<file path="src/rtl/countdown_display_scan.sv">
// rtl/countdown_display_scan.sv - 4-digit multiplexed active-low seven-segment driver for the countdown stage
// Define COUNTDOWN_LZB_EN to blank leading zeros on the hundreds/tens digits.

module countdown_display_scan #(
    parameter int REFRESH_DIV  = 50000,
    parameter int BLINK_DIV    = 12500000,
    parameter int BLINK_THRESH = 10
) (
    input  logic       clk,
    input  logic       reset,
    input  logic [3:0] value_three,
    input  logic [3:0] value_two,
    input  logic [3:0] value_one,
    input  logic       armed,
    output logic [6:0] seg,
    output logic [3:0] an,
    output logic       dp,
    output logic       expired
);

    localparam int PRE_W = (REFRESH_DIV > 1) ? $clog2(REFRESH_DIV) : 1;
    localparam int BLK_W = (BLINK_DIV > 1) ? $clog2(BLINK_DIV) : 1;
    localparam logic [PRE_W-1:0] PRE_LAST = PRE_W'(REFRESH_DIV - 1);
    localparam logic [BLK_W-1:0] BLK_LAST = BLK_W'(BLINK_DIV - 1);
    localparam logic [9:0] THRESH = 10'(BLINK_THRESH);
    localparam logic [6:0] SEG_BLANK = 7'b1111111;
    localparam logic [6:0] SEG_DASH  = 7'b0111111;
    localparam logic [6:0] SEG_ALL   = 7'b0000000;
    localparam logic [3:0] AN_OFF    = 4'b1111;

    typedef enum logic {
        BLINK_ON  = 1'b0,
        BLINK_OFF = 1'b1
    } blink_state_t;

    blink_state_t     blink_state;
    blink_state_t     blink_state_next;
    logic [PRE_W-1:0] prescaler;
    logic [PRE_W-1:0] prescaler_next;
    logic [1:0]       idx;
    logic [1:0]       idx_next;
    logic [BLK_W-1:0] blink_cnt;
    logic [BLK_W-1:0] blink_cnt_next;
    logic             armed_d;
    logic             expired_next;
    logic [6:0]       seg_next;
    logic [3:0]       an_next;
    logic             dp_next;

    logic             digits_valid;
    logic             all_zero;
    logic             armed_rise;
    logic             blink_active;
    logic             scan_wrap;
    logic [9:0]       total;
    logic             blank_three;
    logic             blank_two;

    function automatic logic [6:0] decode_bcd(input logic [3:0] digit);
        case (digit)
            4'd0:    decode_bcd = 7'b1000000;
            4'd1:    decode_bcd = 7'b1111001;
            4'd2:    decode_bcd = 7'b0100100;
            4'd3:    decode_bcd = 7'b0110000;
            4'd4:    decode_bcd = 7'b0011001;
            4'd5:    decode_bcd = 7'b0010010;
            4'd6:    decode_bcd = 7'b0000010;
            4'd7:    decode_bcd = 7'b1111000;
            4'd8:    decode_bcd = 7'b0000000;
            4'd9:    decode_bcd = 7'b0010000;
            default: decode_bcd = SEG_DASH;
        endcase
    endfunction

    assign digits_valid = (value_three <= 4'd9) && (value_two <= 4'd9) && (value_one <= 4'd9);
    assign all_zero     = (value_three == 4'd0) && (value_two == 4'd0) && (value_one == 4'd0);
    assign armed_rise   = armed && !armed_d;
    assign scan_wrap    = (prescaler == PRE_LAST);

    // A malformed digit must never trigger the low-time blink, so treat it as the maximum time.
    assign total = digits_valid
                 ? (10'(value_three) * 10'd100 + 10'(value_two) * 10'd10 + 10'(value_one))
                 : 10'd999;

    assign blink_active = (armed && (total <= THRESH)) || expired;

`ifdef COUNTDOWN_LZB_EN
    assign blank_three = (value_three == 4'd0);
    assign blank_two   = (value_three == 4'd0) && (value_two == 4'd0);
`else
    assign blank_three = 1'b0;
    assign blank_two   = 1'b0;
`endif

    always_comb begin
        prescaler_next   = prescaler + PRE_W'(1);
        idx_next         = idx;
        blink_cnt_next   = blink_cnt;
        blink_state_next = blink_state;
        expired_next     = expired;
        seg_next         = SEG_BLANK;
        an_next          = AN_OFF;
        dp_next          = 1'b1;

        if (scan_wrap) begin
            prescaler_next = '0;
            idx_next       = idx + 2'd1;
        end

        if (!blink_active) begin
            blink_cnt_next   = '0;
            blink_state_next = BLINK_ON;
        end else if (blink_cnt == BLK_LAST) begin
            blink_cnt_next   = '0;
            blink_state_next = (blink_state == BLINK_ON) ? BLINK_OFF : BLINK_ON;
        end else begin
            blink_cnt_next = blink_cnt + BLK_W'(1);
        end

        // Set takes priority so a re-arm straight onto 000 still reports expiry.
        if (armed_rise) begin
            expired_next = 1'b0;
        end
        if (armed && all_zero) begin
            expired_next = 1'b1;
        end

        case (idx)
            2'd0: begin
                an_next  = 4'b1110;
                seg_next = decode_bcd(value_one);
            end
            2'd1: begin
                an_next  = 4'b1101;
                seg_next = blank_two ? SEG_BLANK : decode_bcd(value_two);
                dp_next  = !(armed && !blank_two);
            end
            2'd2: begin
                an_next  = 4'b1011;
                seg_next = blank_three ? SEG_BLANK : decode_bcd(value_three);
            end
            default: begin
                an_next = 4'b0111;
                if (expired) begin
                    seg_next = SEG_ALL;
                end else if (armed) begin
                    seg_next = SEG_DASH;
                end else begin
                    seg_next = SEG_BLANK;
                end
            end
        endcase

        if (blink_state == BLINK_OFF) begin
            an_next  = AN_OFF;
            seg_next = SEG_BLANK;
            dp_next  = 1'b1;
        end
    end

    always_ff @(posedge clk or posedge reset) begin
        if (reset) begin
            prescaler   <= '0;
            idx         <= 2'd0;
            blink_cnt   <= '0;
            blink_state <= BLINK_ON;
            armed_d     <= 1'b0;
            expired     <= 1'b0;
            seg         <= SEG_BLANK;
            an          <= AN_OFF;
            dp          <= 1'b1;
        end else begin
            prescaler   <= prescaler_next;
            idx         <= idx_next;
            blink_cnt   <= blink_cnt_next;
            blink_state <= blink_state_next;
            armed_d     <= armed;
            expired     <= expired_next;
            seg         <= seg_next;
            an          <= an_next;
            dp          <= dp_next;
        end
    end

endmodule

</file>
<file path="config.mk">
export PLATFORM = sky130hd
export DESIGN_NAME = countdown_display_scan
export DESIGN_NICKNAME = d
export VERILOG_FILES = /design/src/rtl/countdown_display_scan.sv
export SDC_FILE = /design/constraint.sdc
export NUM_CORES = 1
export LEC_CHECK = 0
export BUFFER_PORTS_ARGS = -buffer_cell sky130_fd_sc_hd__buf_2
export CAP_MARGIN = 20
export CORE_MARGIN = 5
export CORE_UTILIZATION = 65
export CTS_BUF_LIST = sky130_fd_sc_hd__clkbuf_8
export CTS_CLUSTER_SIZE = 25
export DETAILED_ROUTE_END_ITERATION = 12
export PLACE_DENSITY = 0.95
export REMOVE_ABC_BUFFERS = 1
export SYNTH_ARGS = -nofsm -noshare
export SYNTH_HDL_FRONTEND = slang
export SYNTH_SLANG_ARGS = --single-unit
</file>
<file path="constraint.sdc">
create_clock -name clk -period 4.1 [get_ports clk]
set_clock_uncertainty 0.05 [all_clocks]
set_input_delay 1.025 -clock clk [delete_from_list [all_inputs] [get_ports clk]]
set_output_delay 1.025 -clock clk [all_outputs]
set_load 0.005 [all_outputs]
</file>
==> results.py <==
metrics = {
    "outcome": {
        "status": "finished, final reports clean",
    },
    "yosys": {
        "synth_warnings": 0,
        "syn-mean-instance-area_sq_um": 9.46,
        "synthSimpleGateAreaFrac": 0.222,
        "synthMuxAreaShare": 0.00977,
        "synth_fa_ha_area_frac": 0.186,
        "ys.flop_type": "dfrtp_1",
        "synth_cells": 433,
        "yosysTopAreaCell": "dfrtp_1",
        "synth-xor-area-share": 0.0898,
        "synth_edf_count": 0,
        "synth_top_area_frac": 0.275,
        "synth_compound_area_frac": 0.102,
        "synth-seq-cells": 57,
        "synth_top_family_by_area": "simple AND/OR/NAND/NOR gates",
        "synth_area_leaders": "dfrtp_1, ha_1, dfstp_2",
        "synthArstFlopShare": 1.00,
        "synthDistinctLibCells": 55,
        "syn_area_sq_mm": 0.00410,
        "ys_seq_area_frac": 0.352,
    },
    "die": {
        "die_w_um": 89.4,
        "die_h_um": 89.4,
        "initial_core_util": 0.656,
        "coreArea_sq_mm": 0.00624,
        "rows": 29,
        "pin_count": 28,
        "die_area_sq_mm": 0.00799,
    },
    "cts": {
        "clock_latency_ns": 0.35,
        "cts_setup_buffers": 0,
        "cts_made_buffers": 9,
        "cts_sinks": 57,
        "cts-root-buf": "clkbuf_8",
        "cts_tree": "yes",
        "path_clk_slew_ns": 0.06,
        "clockBufferDepth": 2,
        "htreeDepth": 3,
    },
    "critical_path": {
        "reg2reg_from": "blink_cnt[0]$_DFF_PP0_",
        "reg2reg_slack_ns": 1.66,
        "required_ns": 4.31,
        "path_delay_family": "adder cells",
        "cp_max_fo": 25,
        "crit_arrival_ns": 4.20,
        "cp.buffers_inverters": 2,
        "path_class": "in -> reg",
        "worstSetupEndpointType": "register",
        "critPathSlowestCell": "fa_1",
        "timing.rr.end": "blink_state$_DFFE_PP0P_",
        "cp_slowest_stage_delay_ns": 0.46,
        "cp-start-kind": "input port",
        "crit_chain": "buf_2, ha_1, ha_1, fa_1, ha_1, ha_1, a2111oi_1, o21ai_1, a31oi_4, xnor2_2, a31oi_4, buf_12, nor3_1",
        "cpMostUsedCell": "ha_1",
        "reg2reg_depth": 7,
    },
    "routing": {
        "via_count": 3362,
        "routedWlPerCell_um": 16.5,
        "detail_route.first_pass.iterations": 4,
        "wl_mm": 9.35,
        "detail_route.iter0.violations": 189,
        "ant_nets": 0,
        "drc": 0,
        "vias_per_cell": 5.95,
    },
    "sta": {
        "timing.final.crit_period_ns": 3.98,
        "slew_headroom": 0.477,
        "finalCritPeriodShare": 0.972,
        "clock.fmax_mhz": 251,
        "tightestPinTransition_ns": 0.784,
        "slew_violations": 0,
        "hold_viol": 0,
        "whs_ns": 0.448,
        "setup-violations-final": 0,
        "fin_tns_setup_ns": 0,
        "worst_slack_ns": 0.115,
    },
    "placed_design": {
        "numPortBuffers": 27,
        "gp_congestion": 0.905,
        "dp_hpwl_mm": 6.80,
        "place_ws_ns": -0.265,
    },
    "layout": {
        "num-nets-final": 556,
        "areaGrowthSynthToFinish_pct": 14.3,
        "nFillCells": 409,
        "num_antenna_cells": 0,
        "multi_input_area_sq_mm": 0.00252,
        "drive_above_1_share": 0.219,
        "seqCellArea_sq_mm": 0.00144,
    },
    "power": {
        "leakagePower_nw": 2.15,
        "ir_drop_mv": 0.256,
        "p_per_area_mw_per_mm2": 315,
    },
    "job": {
        "drv_cap": 0,
    },
    "grt": {
        "grt_max_degree": 39,
        "gr-total-overflow": 0,
        "first_global_vias": 3353,
        "antenna_found_initial": 0,
        "grt_pass1_wl_mm": 15.5,
        "grt_use_total": 0.255,
    },
    "worst_hold_path": {
        "min_path_cells": 1,
        "hp-start": "blink_cnt[0]$_DFF_PP0_",
        "hold_end": "blink_cnt[0]$_DFF_PP0_",
        "hold_class": "reg -> reg",
    },
}
state kept, by name, summed over array words and instances (netlist names):
signal       cells
an               4
idx              2
seg              7
armed_d          1
blink_state      1
blink_cnt       24
dp               1
expired          1
prescaler       16
layer usage:
layer / GRT usage / up-vias / part of all wire / wire length, um
met3: 0.0544 / 35 / 0.053 / 493
met4: 0.114 / 0 / 0.034 / 314
met1: 0.294 / 1604 / 0.39 / 3630
met2: 0.451 / 131 / 0.53 / 4910
li1: - / 1592 / - / -
met5: 0 / - / 0 / 0
layout by cell type, fill, tap and decap left out, drive strengths merged, types with 3 or more instances in the layout:
cell	Yosys	final
nor3	6	6
xor2	18	18
nand2b	9	9
nand4	11	11
nand2	49	49
nor2b	4	4
o21ai	15	15
and4	4	4
nor3b	3	3
nor4	5	5
mux2i	4	4
clkbuf	7	9
ha	53	53
a21oi	20	20
nand3	19	19
fa	5	5
buf	3	50
and3	8	8
o21bai	4	4
inv	23	24
xnor2	24	24
clkinv	1	5
a31oi	5	5
nor2	44	44
dfrtp	45	45
o211ai	4	4
dfstp	12	12
a21o	3	3
through the flow:
stage,cell area (sq um),total power [W],instances,utilization
final,4680,0.00147,565,0.750
after CTS,4660,0.00146,565,0.746
after global routing,4680,0.00154,565,0.750
after global placement,4450,0.000874,549,0.713
after floorplan,4030,0.000780,422,-
after detailed placement,4450,0.000891,549,0.713
logic make-up (layout without fill, tap and decap cells):
| group | after synthesis | after routing |
|---|---|---|
| simple gates | 172 | 172 |
| compound gates | 65 | 65 |
| fa+ha+maj | 58 | 58 |
| flops | 57 | 57 |
| xor+xnor | 42 | 42 |
| buf+inv | 35 | 90 |
| mux | 4 | 4 |
area by class of cell:
cell class	count	share of cell area
Clock buffer	9	0.0265
Clock inverter	7	0.0187
Inverter	24	0.0192
Multi-Input combinational cell	341	0.539
Sequential cell	57	0.308
Tap cell	77	0.0206
Timing Repair Buffer	50	0.0684
power breakdown:
part	switching [W]	internal (W)	leakage (nW)
Sequential	0.00000219	0.000573	0.738
Combinational	0.000185	0.000143	1.30
Clock	0.000233	0.000337	0.114
Total	0.000420	0.00105	2.15
cell usage after synthesis, drive strengths merged (2+ instances only):
library cell and count:
nor2b 4, buf 3, a21o 3, dfstp 12, nor4b 2, and4 4, nor2 44, o21ai 15
dfrtp 45, fa 5, mux2i 4, nand2b 9, xor2 18, nand3 19, o211ai 4, nor3 6
a21oi 20, nand4 11, inv 23, o21bai 4, a31oi 5, nor4 5, nand2 49, a211oi 2
nor3b 3, nand3b 2, and3 8, o22ai 2, xnor2 24, ha 53, clkbuf 7, or2 2
repair_timing:
action / 4_1_cts / 5_1_grt
resized for setup: 0 / 5
hold buffers: 0 / 0
hold endpoints to repair: 0 / 0
setup endpoints to repair: 0 / 23
worst max-delay path by stage:
| stage | end | cells past startpoint | startpoint |
|---|---|---|---|
| after floorplan | blink_cnt[6]$_DFF_PP0_ | 11 | value_two[1] |
| after global placement | blink_cnt[6]$_DFF_PP0_ | 14 | value_two[1] |
| after detailed placement | blink_cnt[4]$_DFF_PP0_ | 14 | value_two[1] |
| after CTS | blink_cnt[0]$_DFF_PP0_ | 14 | value_two[1] |
| after global routing | blink_cnt[6]$_DFF_PP0_ | 14 | value_two[1] |
| final | blink_cnt[6]$_DFF_PP0_ | 13 | value_two[1] |
Note: power is estimated with default switching activity, not from simulation.
